### src/rtl/sram_fill_engine_if.sv
// rtl/sram_fill_engine_if.sv - control, status and SRAM port bundle for the fill engine
interface sram_fill_engine_if #(
  parameter int ADDR_W = 15,
  parameter int DATA_W = 32
);
  logic              start;
  logic              abort;
  logic [1:0]        mode;
  logic              verify;
  logic [ADDR_W-1:0] start_addr;
  logic [ADDR_W-1:0] end_addr;
  logic [DATA_W-1:0] pattern;
  logic [ADDR_W-1:0] addr;
  logic              en;
  logic              wr;
  logic [DATA_W-1:0] wdata;
  logic [DATA_W-1:0] rdata;
  logic              busy;
  logic              done;
  logic              err;
  logic [ADDR_W-1:0] err_addr;

  modport master (
    input  start, abort, mode, verify, start_addr, end_addr, pattern, rdata,
    output addr, en, wr, wdata, busy, done, err, err_addr
  );

  modport slave (
    output start, abort, mode, verify, start_addr, end_addr, pattern, rdata,
    input  addr, en, wr, wdata, busy, done, err, err_addr
  );
endinterface

### src/rtl/sram_fill_engine.sv
// rtl/sram_fill_engine.sv - SRAM pattern fill with optional read-back compare
module sram_fill_engine #(
  parameter int ADDR_W = 15,
  parameter int DATA_W = 32,
  parameter int RD_LAT = 1
) (
  input logic                clk,
  input logic                reset,
  sram_fill_engine_if.master bus
);
  typedef enum logic [2:0] {IDLE, WR, RD, DRAIN, DONE} state_t;

  state_t            state_q, state_d;
  logic [1:0]        mode_q;
  logic              verify_q;
  logic [ADDR_W-1:0] start_q, end_q, addr_q, err_addr_q;
  logic [DATA_W-1:0] pat_q;
  logic              armed_q, err_q;
  logic [2:0]        drain_q;
  logic              pv_q [RD_LAT];
  logic [DATA_W-1:0] pd_q [RD_LAT];
  logic [ADDR_W-1:0] pa_q [RD_LAT];
  logic              accept, at_end, mismatch;
  logic [DATA_W-1:0] fill_data;

  // armed_q demands start be seen low before a new operation, so a start held
  // across reset or abort never relaunches one.
  assign accept   = (state_q == IDLE) && bus.start && armed_q && !bus.abort;
  assign at_end   = (addr_q == end_q);
  assign mismatch = pv_q[RD_LAT-1] && (bus.rdata != pd_q[RD_LAT-1]);

  always_comb begin
    fill_data = pat_q;
    case (mode_q)
      2'd0:    fill_data = pat_q;
      2'd1:    fill_data = DATA_W'(addr_q);
      2'd2:    fill_data = pat_q + DATA_W'(addr_q - start_q);
      default: fill_data = ~pat_q;
    endcase
  end

  always_comb begin
    state_d = state_q;
    case (state_q)
      IDLE:    if (accept) state_d = (bus.end_addr < bus.start_addr) ? DONE : WR;
      WR:      if (at_end) state_d = verify_q ? RD : DONE;
      RD:      if (at_end) state_d = DRAIN;
      DRAIN:   if (drain_q == 3'(RD_LAT - 1)) state_d = DONE;
      DONE:    if (!bus.start) state_d = IDLE;
      default: state_d = IDLE;
    endcase
    if (bus.abort) state_d = IDLE;
  end

  always_ff @(posedge clk) begin
    if (reset) begin
      state_q    <= IDLE;
      mode_q     <= 2'd0;
      verify_q   <= 1'b0;
      start_q    <= '0;
      end_q      <= '0;
      pat_q      <= '0;
      addr_q     <= '0;
      armed_q    <= 1'b0;
      err_q      <= 1'b0;
      err_addr_q <= '0;
      drain_q    <= 3'd0;
      for (int k = 0; k < RD_LAT; k++) begin
        pv_q[k] <= 1'b0;
        pd_q[k] <= '0;
        pa_q[k] <= '0;
      end
    end else begin
      state_q <= state_d;
      drain_q <= (state_q == DRAIN) ? drain_q + 3'd1 : 3'd0;
      // Expected data and address ride alongside the read until rdata returns.
      pv_q[0] <= (state_q == RD) && !bus.abort;
      pd_q[0] <= fill_data;
      pa_q[0] <= addr_q;
      for (int k = 1; k < RD_LAT; k++) begin
        pv_q[k] <= pv_q[k-1] && !bus.abort;
        pd_q[k] <= pd_q[k-1];
        pa_q[k] <= pa_q[k-1];
      end
      if (bus.abort) begin
        armed_q    <= 1'b0;
        err_q      <= 1'b0;
        err_addr_q <= '0;
      end else if (accept) begin
        mode_q     <= bus.mode;
        verify_q   <= bus.verify;
        start_q    <= bus.start_addr;
        end_q      <= bus.end_addr;
        pat_q      <= bus.pattern;
        addr_q     <= bus.start_addr;
        armed_q    <= 1'b0;
        err_q      <= 1'b0;
        err_addr_q <= '0;
      end else begin
        if (!bus.start) armed_q <= 1'b1;
        if (mismatch && !err_q) begin
          err_q      <= 1'b1;
          err_addr_q <= pa_q[RD_LAT-1];
        end
        // Compare before increment so the walk stops at end_addr without wrapping.
        if (state_q == WR) begin
          if (!at_end)       addr_q <= addr_q + ADDR_W'(1);
          else if (verify_q) addr_q <= start_q;
        end else if (state_q == RD && !at_end) begin
          addr_q <= addr_q + ADDR_W'(1);
        end
      end
    end
  end

  assign bus.en       = (state_q == WR) || (state_q == RD);
  assign bus.wr       = (state_q == WR);
  assign bus.busy     = (state_q == WR) || (state_q == RD) || (state_q == DRAIN);
  assign bus.done     = (state_q == DONE);
  assign bus.addr     = addr_q;
  assign bus.wdata    = (state_q == WR) ? fill_data : '0;
  assign bus.err      = err_q;
  assign bus.err_addr = err_addr_q;
endmodule

### src/flat_wrapper.sv
// flat-port wrapper written by rule: the top's interface ports become plain ports
module sram_fill_engine_flat 
#(
  parameter int ADDR_W = 15,
  parameter int DATA_W = 32,
  parameter int RD_LAT = 1
)
  (clk, reset, bus_start, bus_abort, bus_mode, bus_verify, bus_start_addr, bus_end_addr, bus_pattern, bus_rdata, bus_addr, bus_en, bus_wr, bus_wdata, bus_busy, bus_done, bus_err, bus_err_addr);
  sram_fill_engine_if #(.ADDR_W(ADDR_W), .DATA_W(DATA_W)) bus_i ();
  input logic clk;
  input logic reset;
  input wire logic [$bits(bus_i.start)-1:0] bus_start;
  input wire logic [$bits(bus_i.abort)-1:0] bus_abort;
  input wire logic [$bits(bus_i.mode)-1:0] bus_mode;
  input wire logic [$bits(bus_i.verify)-1:0] bus_verify;
  input wire logic [$bits(bus_i.start_addr)-1:0] bus_start_addr;
  input wire logic [$bits(bus_i.end_addr)-1:0] bus_end_addr;
  input wire logic [$bits(bus_i.pattern)-1:0] bus_pattern;
  input wire logic [$bits(bus_i.rdata)-1:0] bus_rdata;
  output wire logic [$bits(bus_i.addr)-1:0] bus_addr;
  output wire logic [$bits(bus_i.en)-1:0] bus_en;
  output wire logic [$bits(bus_i.wr)-1:0] bus_wr;
  output wire logic [$bits(bus_i.wdata)-1:0] bus_wdata;
  output wire logic [$bits(bus_i.busy)-1:0] bus_busy;
  output wire logic [$bits(bus_i.done)-1:0] bus_done;
  output wire logic [$bits(bus_i.err)-1:0] bus_err;
  output wire logic [$bits(bus_i.err_addr)-1:0] bus_err_addr;
  assign bus_i.start = bus_start;
  assign bus_i.abort = bus_abort;
  assign bus_i.mode = bus_mode;
  assign bus_i.verify = bus_verify;
  assign bus_i.start_addr = bus_start_addr;
  assign bus_i.end_addr = bus_end_addr;
  assign bus_i.pattern = bus_pattern;
  assign bus_i.rdata = bus_rdata;
  assign bus_addr = bus_i.addr;
  assign bus_en = bus_i.en;
  assign bus_wr = bus_i.wr;
  assign bus_wdata = bus_i.wdata;
  assign bus_busy = bus_i.busy;
  assign bus_done = bus_i.done;
  assign bus_err = bus_i.err;
  assign bus_err_addr = bus_i.err_addr;
  sram_fill_engine #(.ADDR_W(ADDR_W), .DATA_W(DATA_W), .RD_LAT(RD_LAT)) u_core (.clk(clk), .reset(reset), .bus(bus_i));
endmodule
### config.mk
export PLATFORM = sky130hd
export DESIGN_NAME = sram_fill_engine_flat
export DESIGN_NICKNAME = d
export VERILOG_FILES = /design/src/rtl/sram_fill_engine_if.sv /design/src/rtl/sram_fill_engine.sv /design/src/flat_wrapper.sv
export SDC_FILE = /design/constraint.sdc
export NUM_CORES = 1
export LEC_CHECK = 0
export BUFFER_PORTS_ARGS = -buffer_cell sky130_fd_sc_hd__buf_2
export CORE_MARGIN = 1.5
export CORE_UTILIZATION = 30
export DETAILED_ROUTE_END_ITERATION = 6
export PLACE_DENSITY = 0.56
export RECOVER_POWER = 100
export SLEW_MARGIN = 40
export SYNTH_ARGS = -nofsm -noshare
export SYNTH_HDL_FRONTEND = slang
export SYNTH_SLANG_ARGS = --single-unit
### constraint.sdc
create_clock -name clk -period 6.4 [get_ports clk]
set_input_delay 1.28 -clock clk [delete_from_list [all_inputs] [get_ports clk]]
set_output_delay 1.28 -clock clk [all_outputs]
set_load 0.1 [all_outputs]
Yosys cells after proc, flatten, opt, wreduce, memory -nomap -nowiden
Memory sizes are Yosys's and may differ from the RTL's. A register that Yosys moved wholly into a read port is not among the register bits.
Cells that the tools add are included.
Widths: inputs -> output; s select.

storage, ports and cells
  flip-flop bits (word level) = 88
  RAM bits = 48
  input bits = 101
  logic and storage cells = 84
  memories = 3

memories
  memory       depth  width  read ports  clocked after memory_dff  wr ports  line                    RTL
  u_core.pd_q  1      32     1           0                         1         sram_fill_engine.sv:21  logic [DATA_W-1:0] pd_q [RD_LAT];
  u_core.pa_q  1      15     1           1                         1         sram_fill_engine.sv:22  logic [ADDR_W-1:0] pa_q [RD_LAT];
  u_core.pv_q  1      1      1           0                         1         sram_fill_engine.sv:20  logic pv_q [RD_LAT];

operators by class
  add/sub/neg operators = 4
  $lt $le $gt $ge = 1
  equal/unequal tests = 14
  multiplexer cells = 24
  bitwise logic cells = 3
  reduce and logical (&&, ||, !) cells = 25

operators by type and width
  operator               number
  $pmux 32 s3            1
  $mux 15                6
  $mux 32                2
  $add 32x32->32         1
  $ne 32x32->1           1
  $not 32->32            1
  $reduce_or 32->1       1
  $mux 3                 7
  $sub 15x15->16         1
  $add 15x1->15 const B  1
  $eq 15x15->1           1
  $lt 15x15->1           1
  $pmux 3 s5             1
  $reduce_or 15->1       1
  $ne 2x1->1 const B     4
  $logic_and 1x1->1      7
  $mux 1                 7
  $eq 3x2->1 const B     2
  $logic_not 3->1        2
  $reduce_and 5->1       1
  $ne 4x2->1 const B     1
  $reduce_or 2->1        2
  $add 3x1->3 const B    1
  $eq 3x1->1 const B     1
  other kinds (13)       17

Longest topological paths before layout
Gate-level depths: netlist (run 1).

  depth in word-level cells = 6
  mapped depth = 20

Least setup slack after synthesis (run 1)
OpenSTA, ideal clock, no wires.

  path type = register to output
  start = register u_core.addr_q[0], in the netlist u_core.bus.addr[0]
  end = output bus_wdata[29]
  arrival = 7599 ps
  path slack = -2479 ps
  cell stages (with the launch flop) = 21
  buffers on the path = 0
  cells stage by stage = dfxtp_1 inv_1 ha_1 fa_1 nor2b_1 o21ai_0 a21boi_0 o21ai_0 a211oi_1 o21ai_0 a21oi_1 xor2_1 ha_1 nand3_1 or3_4 nor4_4 nor3_2 o31a_1 o211ai_2 o31ai_1 nor4_1

on the way
  longest elaborated chain between the ends = 4

ends and longest elaborated chain
  item                    line                     RTL
  start, declared         sram_fill_engine.sv:16   logic [ADDR_W-1:0] start_q, end_q, addr_q, err_addr_q;
  start signal, assigned  sram_fill_engine.sv:95   addr_q <= bus.start_addr;
  start signal, assigned  sram_fill_engine.sv:107  if (!at_end) addr_q <= addr_q + ADDR_W'(1);
  start signal, assigned  sram_fill_engine.sv:108  else if (verify_q) addr_q <= start_q;
  $sub 15x15->16          sram_fill_engine.sv:37   2'd2: fill_data = pat_q + DATA_W'(addr_q - start_q);
  $add 32x32->32          sram_fill_engine.sv:37
  $pmux 32 s3             sram_fill_engine.sv:34   case (mode_q)
  $mux 32                 sram_fill_engine.sv:121  assign bus.wdata = (state_q == WR) ? fill_data : '0;
  end, declared           flat_wrapper.sv:23       output wire logic [$bits(bus_i.wdata)-1:0] bus_wdata;

Every way passes these cells.

Worst setup path after layout (run 1)
  start = register u_core.start_q[1]
  end = output bus_wdata[30]

on the way
  longest elaborated chain between the ends = 4

ends and longest elaborated chain
  item                    line                     RTL
  start, declared         sram_fill_engine.sv:16
  start signal, assigned  sram_fill_engine.sv:92   start_q <= bus.start_addr;
  $sub 15x15->16          sram_fill_engine.sv:37
  $add 32x32->32          sram_fill_engine.sv:37
  $pmux 32 s3             sram_fill_engine.sv:34
  $mux 32                 sram_fill_engine.sv:121

Every way passes these cells.

==> flow_summary.yaml, run 1 <==
sta:
  finalCriticalPeriod_ns: 6.26
  fin_setup_tns_ns: 0
  worst_slack_ns: 0.143
  timing.hold.ws_ns: 0.455
  fmax_mhz: 160
  fin_crit_sh_pct: 97.8
  finalSetupViolCount: 0
  worst_pin_slew_ns: 0.955
  finalClockSkew_ns: 0.0118
  maxSlewViolCount: 0
  hold_viol_final: 0
  rsz0062_at_grt: "yes"
  relSlewSlack_pct: 35.6
cells_and_area:
  multi_input_area_sq_um: 6430
  area_growth_pct: 27.0
  fin_cells: 1821
  fill_cells: 3315
  seq_area_sq_um: 3040
  finalInstanceArea_sq_um: 12100
  drive_gt1_share_pct: 23.3
  final_nets: 1575
  diodes: 0
placement:
  pre_cts_slack_ns: 0.0819
  routabilityCongestion: 0.879
  dp.cells: 1768
  placed_cell_area_sq_um: 11100
  port_buffers: 167
  dp_hpwl_mm: 23.9
yosys:
  seq_area_frac_synth_pct: 31.7
  ys_warn_count: 0
  synth_compound_area_share_pct: 20.6
  synth.avg_cell_area_sq_um: 7.66
  synthAdderAreaFrac_pct: 9.07
  syn-cell-area_sq_um: 9550
  synthMuxAreaShare_pct: 4.04
  synthSimpleGateAreaFrac_pct: 21.6
  synth_top_family_by_area: "simple AND/OR/NAND/NOR gates"
  netlist_instances: 1247
  ys_seq_elements: 151
  syn_nets: 1416
  netlist_top_cells_area: "dfxtp_1 (32%), ha_1 (8.6%), nand2_1 (7.5%)"
  async_flop_share_pct: 0
  yosys.area.top_type: "dfxtp_1"
  synth_edf_count: 0
  synth-xor-area-share_pct: 8.07
  synth_cell_types: 66
  yosys_most_used_dff: "dfxtp_1"
  yosys.area.top_type_share_pct: 31.7
critical_path:
  worst_path_most_repeated_cell: "a21oi_1"
  rr_endpoint: "u_core.pd_q[0][29]$_SDFF_PP0_"
  arrival_ns: 4.98
  slowest_stage: "or4_4"
  critPathLaunchType: "flip-flop"
  path_max_fanout: 5
  crit_start: "u_core.start_q[1]$_SDFFE_PP0P_"
  critical_path_class: "flip-flop to output port"
  end_kind: "output port"
  crit_chain: "inv_1 -> ha_1 -> nor2b_1 -> o31a_1 -> or4_4 -> a21oi_4 -> o21bai_1 -> a21oi_1 -> xnor2_1 -> ha_2 -> and3_4 -> a221o_1 -> a21oi_1 -> a22oi_1 -> buf_4 -> a211oi_4 -> a21oi_2 -> mux2i_2 -> nor3_4 -> buf_12"
  r2r-start: "u_core.start_q[1]$_SDFFE_PP0P_"
  r2r_slack_ns: 1.80
  crit_path_max_incr_delay_ns: 0.45
  r2r_cells: 19
  worst_ep_required_time_ns: 5.12
floorplanning:
  die_w_microns: 181
  ios: 168
  rows: 65
  die_area_sq_um: 32900
  die_h_microns: 181
  core_area_sq_um: 31500
  start_util_pct: 30.3
power:
  power.leakage_nw: 5.11
  max-vdd-ir-drop_uv: 164
  power-per-cell-area_nw_per_um2: 205
route:
  drtIter0Drc: 574
  wl_mm: 32.0
  viasPerCell: 5.10
  firstDrtPassIters: 5
  vias: 9287
  post-route-drc-count: 0
  ant_nets: 0
  wl_per_cell_microns: 17.6
cts:
  cts_hold_buf: 0
  cts_tree: "yes"
  insertion_delay_ns: 0.44
  numCtsBuffers: 17
  cts.sinks: 151
  h-tree-depth: 4
  root_buffer: "clkbuf_16"
  cts.clk_slew.worst_paths_ns: 0.07
  cts_max_path_buffers: 2
min_path:
  min_path_cells: 1
  hold_end: "u_core.drain_q[0]$_SDFF_PP0_"
  hold_start: "u_core.drain_q[0]$_SDFF_PP0_"
  hold_path_class: "flip-flop to flip-flop"
global_route:
  grt_pass1_wl_mm: 49.8
  grt_pass1_vias: 8877
  antenna_found_initial: 0
  grt_start_max_net_pins: 73
  grt_overflow: 0
  grtUsageTotal_pct: 19.5
outcome:
  status: "completed"
job:
  drv_cap: 0
==> cell usage in the layout, fill, tap and decap left out, drive strengths merged, types with 10 or more instances in the layout <==
cell type / instances
a21oi: 135
ha: 66
nor2: 112
inv: 58
o21ai: 69
or3: 10
buf: 209
nor2b: 26
xnor2: 32
a21o: 21
clkbuf: 21
dfxtp: 151
nor3: 31
and3: 11
a211oi: 19
nand2: 193
o21a: 13
a22oi: 10
xor2: 56
nor4: 19
nand3: 24
mux2i: 34
==> cell families (layout without fill, tap and decap cells) <==
family,count (synthesis),count (layout)
AO/OA/AOI/OAI,322,322
XOR/XNOR,88,88
adder cells (fa/ha/maj),68,68
buffers and inverters,124,296
flip-flops,151,151
multiplexers,38,38
AND/OR/NAND/NOR,456,456
==> cells in the mapped netlist, types with 13 or more instances <==
| cell | count |
|---|---|
| a211oi_1 | 19 |
| a21o_1 | 21 |
| a21oi_1 | 135 |
| clkbuf_1 | 63 |
| dfxtp_1 | 151 |
| ha_1 | 66 |
| inv_1 | 51 |
| mux2i_1 | 34 |
| nand2_1 | 192 |
| nand3_1 | 24 |
| nor2_1 | 112 |
| nor2b_1 | 26 |
| nor3_1 | 30 |
| nor4_1 | 18 |
| o21a_1 | 13 |
| o21ai_0 | 66 |
| xnor2_1 | 32 |
| xor2_1 | 56 |
==> metrics by stage <==
step                utilization, %  power (mW)
finish                        38.5        2.48
global route                  38.5        2.59
CTS                           37.4        2.47
detailed placement            35.3        1.40
global placement              35.3        1.40
floorplan                        -        1.27
==> area by class of cell <==
class,instances,area share [%]
sequential,151,25.1
inverter,52,1.63
timing repair buffer,212,11.2
multi-input combinational,972,53.0
tap,402,4.15
clock inverter,14,1.33
clock buffer,18,3.62
==> where the power goes <==
group	internal, mW	total, mW	switching, mW
clock network	0.596	1.06	0.466
logic	0.182	0.458	0.276
registers	0.950	0.961	0.0107
==> worst max path at each step <==
| stage | slack (ns) | to |
|---|---|---|
| floorplan | -0.30 | bus_wdata[29] |
| CTS | -0.07 | bus_wdata[29] |
| global route | -0.06 | bus_wdata[29] |
| finish | 0.14 | bus_wdata[30] |
| global placement | 0.20 | bus_wdata[29] |
| detailed placement | 0.08 | bus_wdata[29] |
==> routing by layer <==
metal	global-route usage (%)	up-vias	wire, microns
met2	33.2	256	15300
met5	0	-	0
met4	3.90	0	280
met1	25.7	4356	14900
li1	-	4656	-
met3	3.53	19	1560
==> sequential cells by signal (all words and copies together) (netlist names) <==
name                 cells
u_core.state_q           3
u_core.end_q            15
u_core.bus.err_addr     15
u_core.armed_q           1
u_core.start_q          15
u_core.bus.addr         15
u_core.bus.err           1
u_core.mode_q            2
u_core.pat_q            32
u_core.pa_q             15
u_core.verify_q          1
u_core.drain_q           3
u_core.pv_q              1
u_core.pd_q             32
==> critical path: cells and delay by family, from the launching register on <==
kind	cells	cell delay, ns
adders and majority gates	2	0.61
and+or+nand+nor	4	0.98
DFF	1	0.34
xor gates and xnor gates	1	0.18
muxes	1	0.22
AOI/OAI and AO/OA	9	1.75
buffers and inverters	3	0.44
==> what timing repair did <==
| action | in CTS | in global routing |
|---|---|---|
| pin swaps | 6 | 20 |
| resized for setup | 15 | 51 |
| buffers inserted | 2 | 19 |
| setup endpoints to repair | 18 | 22 |
Power figures use the tool's default switching activity.
==> run 2: changes to the inputs <==
--- a/config.mk
+++ b/config.mk
@@ -7,9 +7,9 @@
 export LEC_CHECK = 0
 export BUFFER_PORTS_ARGS = -buffer_cell sky130_fd_sc_hd__buf_2
 export CORE_MARGIN = 1.5
-export CORE_UTILIZATION = 30
+export CORE_UTILIZATION = 35
 export DETAILED_ROUTE_END_ITERATION = 6
-export PLACE_DENSITY = 0.56
+export PLACE_DENSITY = 0.62
 export RECOVER_POWER = 100
 export SLEW_MARGIN = 40
 export SYNTH_ARGS = -nofsm -noshare
==> constraint.sdc (replaced) <==
create_clock -name clk -period 6.2 [get_ports clk]
set_input_delay 1.24 -clock clk [delete_from_list [all_inputs] [get_ports clk]]
set_output_delay 1.24 -clock clk [all_outputs]
set_load 0.1 [all_outputs]
==> run 2 against run 1 <==
Compared with the run above: the run now ends with max-capacitance violations, max-slew violations left; critical endpoint is now bus_wdata[26]; first-iteration DRC count fell by 3.8%; global-route usage rose by 2.2 points; wire length fell by 2.8%; critical path type unchanged; clock-buffer cell count rose by 1; sequential power rose by 3.1%; total power rose by 5.4%; register-to-register slack got worse by 0.03 ns; final area barely moved.
==> flow_summary.yaml, run 2 (same netlist as run 1, synthesis figures left out) <==
power:
  finalPower_mw: 2.61
  max-vdd-ir-drop_uv: 203
  power-per-cell-area_nw_per_um2: 216
  power.leakage_nw: 4.97
global_route:
  grt_pass1_wl_mm: 48.0
  grt_pass1_vias: 8798
  grt_overflow: 0
  grtUsageTotal_pct: 21.6
  antenna_found_initial: 0
  grt_start_max_net_pins: 77
floorplanning:
  die_area_sq_um: 28300
  core_area_sq_um: 26900
  die_w_microns: 168
  die_h_microns: 168
  rows: 60
  ios: 168
  start_util_pct: 35.5
sta:
  fin_crit_sh_pct: 98.1
  finalCriticalPeriod_ns: 6.08
  worst_pin_slew_ns: 2.66
  relSlewSlack_pct: -77.2
  finalClockSkew_ns: 0.0177
  fmax_mhz: 164
  hold_viol_final: 0
  rsz0062_at_grt: "yes"
  maxSlewViolCount: 138
  fin_setup_tns_ns: 0
  finalSetupViolCount: 0
cts:
  cts_hold_buf: 0
  insertion_delay_ns: 0.44
  numCtsBuffers: 17
  cts.sinks: 151
  root_buffer: "clkbuf_16"
  cts_max_path_buffers: 2
  h-tree-depth: 4
  cts.clk_slew.worst_paths_ns: 0.06
  cts_tree: "yes"
critical_path:
  path_max_fanout: 4
  rr_endpoint: "u_core.pd_q[0][30]$_SDFF_PP0_"
  end_kind: "output port"
  critPathLaunchType: "flip-flop"
  worst_ep_required_time_ns: 4.96
  r2r_slack_ns: 1.77
  crit_start: "u_core.start_q[1]$_SDFFE_PP0P_"
  arrival_ns: 4.84
  critical_path_class: "flip-flop to output port"
  r2r_cells: 18
  r2r-start: "u_core.start_q[1]$_SDFFE_PP0P_"
job:
  drv_cap: 2
cells_and_area:
  diodes: 0
  layout_common_cells: "nand2_1 (192), dfxtp_1 (144), a21oi_1 (127)"
  multi_input_area_sq_um: 6440
  mostFrequentLayoutCell: "nand2_1"
  drive_gt1_share_pct: 21.2
  seq_area_sq_um: 3040
  area_growth_pct: 26.9
  fill_cells: 2718
  final_nets: 1577
  top_regs: "u_core.pat_q (32), u_core.pd_q (32)"
placement:
  port_buffers: 167
  dp_hpwl_mm: 23.2
  routabilityCongestion: 0.898
route:
  viasPerCell: 5.27
  post-route-drc-count: 0
  wl_per_cell_microns: 17.7
  vias: 9287
  wl_mm: 31.1
  ant_nets: 0
  drtIter0Drc: 552
  firstDrtPassIters: 5
min_path:
  min_path_cells: 2
  hold_end: "u_core.start_q[9]$_SDFFE_PP0P_"
  hold_path_class: "flip-flop to flip-flop"
  hold_start: "u_core.start_q[9]$_SDFFE_PP0P_"
outcome:
  violations: "max-capacitance violations, max-slew violations"
  status: "finished with violations"
## run 2: area by class of cell
class | instances | area share, %
Multi-Input combinational cell | 972 | 53.2
Clock buffer | 19 | 3.83
Clock inverter | 12 | 1.35
Sequential cell | 151 | 25.1
Inverter | 52 | 1.65
Timing Repair Buffer | 214 | 11.3
Tap cell | 341 | 3.52
## run 2: worst max-delay path by stage
stage / end / cells after the start
floorplan: bus_wdata[29] / 15
global placement: bus_wdata[27] / 22
detailed placement: bus_wdata[27] / 22
CTS: bus_wdata[27] / 22
global route: bus_wdata[27] / 22
finish: bus_wdata[26] / 20
## run 2: per-layer routing
layer / wire length, microns / track usage [%] / vias to the layer above
met5: 0 / 0 / -
met4: 559 / 5.98 / 0
met3: 1530 / 3.46 / 36
met2: 15000 / 37.0 / 232
met1: 14100 / 28.1 / 4370
li1: - / - / 4649
## run 2: stage by stage
stage	cell area [sq um]	setup slack [ns]	util, %	hold slack, ns	cells
2_1_floorplan	9700	-0.290	-	0.417	1247
3_3_place_gp	11200	0.0608	41.5	0.436	1719
3_5_place_dp	11200	0.000922	41.5	0.447	1719
4_1_cts	11900	-0.000668	44.4	0.455	1757
5_1_grt	12100	-0.0682	45.1	0.481	1761
6_report	12100	0.116	45.1	0.458	1761
## run 2: worst max-delay path: stages, from the launching register on
cell	delay, ns
dfxtp_4	0.37
inv_1	0.06
ha_1	0.26
nor2b_1	0.14
o31a_1	0.30
or4_4	0.45
a21oi_4	0.14
o21bai_1	0.08
a21oi_2	0.17
xnor2_2	0.13
ha_2	0.32
a21o_1	0.17
a221o_1	0.40
a21oi_2	0.17
a22oi_2	0.11
a211oi_2	0.37
buf_4	0.18
xnor2_1	0.12
nor2_2	0.08
nor3_4	0.19
buf_12	0.20
## run 2: where the power goes
group,internal (mW),total (mW),switching (mW)
Sequential,0.981,0.991,0.00952
Combinational,0.197,0.488,0.292
Clock,0.673,1.13,0.462
## run 2: repair_timing
item / in CTS / in global routing
endpoints found under the setup margin: 18 / 21
resized for setup: 27 / 49
pin swaps: 14 / 32
buffers inserted: 8 / 4
==> run 3: changes to the inputs <==
--- a/config.mk
+++ b/config.mk
@@ -7,9 +7,9 @@
 export LEC_CHECK = 0
 export BUFFER_PORTS_ARGS = -buffer_cell sky130_fd_sc_hd__buf_2
 export CORE_MARGIN = 1.5
-export CORE_UTILIZATION = 35
+export CORE_UTILIZATION = 55
 export DETAILED_ROUTE_END_ITERATION = 6
-export PLACE_DENSITY = 0.62
+export PLACE_DENSITY = 0.87
 export RECOVER_POWER = 100
 export SLEW_MARGIN = 40
 export SYNTH_ARGS = -nofsm -noshare
==> run 3 against run 2 <==
Compared with the run above: the flow still finishes with violations (max-capacitance violations, max-slew violations); wire length down 4.8%; maximum frequency down 1.5%; critical path depth down 3; combinational power down 3%; global-route usage up 9.8 points; clock skew down 0.0078 ns; total power down 4.1%; non-clock buffer count down 17; final cell count down 7.8%; register-to-register slack worse by 0.16 ns.
==> flow_summary.yaml, run 3 (same netlist as run 1, synthesis figures left out) <==
power:
  power_switching_uw: 768
  p_seq_share_pct: 39.7
  power-per-cell-area_nw_per_um2: 213
  p_int_mw: 1.74
  p_comb_share_pct: 18.8
  clockPowerShare_pct: 41.5
  swShare_pct: 30.7
  max-vdd-ir-drop_uv: 223
  power.leakage_nw: 4.87
placement:
  dp_hpwl_mm: 21.0
  routabilityCongestion: 0.973
  pre_cts_slack_ns: 0.141
  dp.cells: 1577
  port_buffers: 167
floorplanning:
  die_area_sq_um: 18200
  core_area_sq_um: 16800
  die_w_microns: 135
  start_util_pct: 57.0
  die_h_microns: 135
  rows: 47
  ios: 168
min_path:
  hold_path_class: "flip-flop to flip-flop"
route:
  wl_per_cell_microns: 18.3
  firstDrtPassIters: 5
  ant_nets: 0
  wl_mm: 29.7
  viasPerCell: 6.04
  vias: 9801
  post-route-drc-count: 0
  drtIter0Drc: 1011
sta:
  finalSetupViolCount: 0
  worst_slack_ns: 0.0261
  finalCriticalPeriod_ns: 6.17
  fin_crit_sh_pct: 99.6
  timing.hold.ws_ns: 0.454
  rsz0062_at_grt: "yes"
  maxSlewViolCount: 74
  fmax_mhz: 162
  worst_pin_slew_ns: 3.06
  relSlewSlack_pct: -104
  finalClockSkew_ns: 0.00989
  hold_viol_final: 0
outcome:
  status: "finished with violations"
  violations: "max-capacitance violations, max-slew violations"
critical_path:
  crit_path_max_incr_delay_ns: 0.41
  end_kind: "output port"
  worst_ep_required_time_ns: 4.96
  arrival_ns: 4.93
  slowest_stage: "or3_4"
  worst_path_most_repeated_cell: "o31a_1"
  path_max_fanout: 7
  critical_path_class: "flip-flop to output port"
  crit_chain: "ha_1 -> nor2b_1 -> o31a_1 -> nor4_2 -> o2111ai_2 -> a41o_2 -> inv_2 -> ha_2 -> nand2_2 -> or3_4 -> a2bb2o_1 -> nor3_2 -> o31a_1 -> o211ai_2 -> o31ai_4 -> nor4_4 -> buf_12"
  critPathLaunchType: "flip-flop"
cells_and_area:
  fin_cells: 1623
  area_growth_pct: 23.0
  fin_util_pct: 70.1
  layout_common_cells: "nand2_1 (192), dfxtp_1 (145), a21oi_1 (130)"
  top_regs: "u_core.pat_q (32), u_core.pd_q (32)"
  mostFrequentLayoutCell: "nand2_1"
  diodes: 0
  final_nets: 1560
  drive_gt1_share_pct: 20.1
cts:
  insertion_delay_ns: 0.44
  root_buffer: "clkbuf_16"
  cts_max_path_buffers: 2
  h-tree-depth: 4
  numCtsBuffers: 17
  cts.clk_slew.worst_paths_ns: 0.07
  cts.sinks: 151
  cts_tree: "yes"
global_route:
  grtUsageTotal_pct: 31.4
  grt_pass1_vias: 8964
  grt_overflow: 0
  grt_pass1_wl_mm: 44.7
  grt_start_max_net_pins: 74
  antenna_found_initial: 0
job:
  drv_cap: 1
==> run 3: power by group through the flow <==
stage / clock network [mW] / registers, mW / logic, mW
after floorplan: 0 / 1.02 / 0.291
after global placement: 0 / 1.02 / 0.407
after detailed placement: 0 / 1.02 / 0.415
after CTS: 1.04 / 0.994 / 0.431
after global routing: 1.08 / 0.995 / 0.509
final: 1.04 / 0.994 / 0.472
==> run 3: per-stage QoR <==
| step | area, sq um | power, mW | setup TNS (ns) |
|---|---|---|---|
| after floorplan | 9700 | 1.31 | -0.290 |
| after global placement | 10800 | 1.42 | 0 |
| after detailed placement | 10800 | 1.43 | 0 |
| after CTS | 11500 | 2.46 | 0 |
| after global routing | 11700 | 2.58 | -0.827 |
| final | 11700 | 2.51 | 0 |
==> run 3: final timing paths <==
| path | startpoint | endpoint | slack (ns) | depth (start not counted) |
|---|---|---|---|---|
| max | u_core.bus.addr[1]$_SDFFE_PP0P_ | bus_wdata[29] | 0.03 | 17 |
| min | u_core.drain_q[0]$_SDFF_PP0_ | u_core.drain_q[0]$_SDFF_PP0_ | 0.45 | 1 |
| max reg2reg | u_core.bus.addr[1]$_SDFFE_PP0P_ | u_core.pd_q[0][31]$_SDFF_PP0_ | 1.61 | 18 |
| min reg2reg | u_core.drain_q[0]$_SDFF_PP0_ | u_core.drain_q[0]$_SDFF_PP0_ | 0.45 | 1 |
==> run 3: per-layer routing <==
layer | GRT usage, % | routed length (microns) | vias up
li1 | - | - | 4628
met1 | 40.7 | 12200 | 4648
met2 | 51.6 | 14200 | 436
met3 | 5.74 | 2280 | 89
met4 | 12.8 | 997 | 0
met5 | 0 | 0 | -
==> run 3: final cells by class <==
cell class | instances | area (sq um)
Clock buffer | 17 | 425
Clock inverter | 14 | 160
Fill cell | 1300 | 5020
Inverter | 52 | 198
Multi-Input combinational cell | 972 | 6440
Sequential cell | 151 | 3040
Tap cell | 220 | 275
Timing Repair Buffer | 197 | 1200
==> run 3: what timing repair did <==
item | in CTS | in global routing
hold buffers | 0 | 0
setup buffers | 7 | 8
endpoints found under the hold margin | 0 | 0
resized for setup | 19 | 57
setup endpoints to repair | 22 | 22
pin swaps | 12 | 37
==> run 3: critical path: cells and delay by family, from the launching register on <==
kind,cells,cell delay (ns)
adders and majority gates,2,0.55
and+or+nand+nor,6,1.24
DFF,1,0.37
buffers and inverters,2,0.39
AOI/OAI and AO/OA,7,1.91
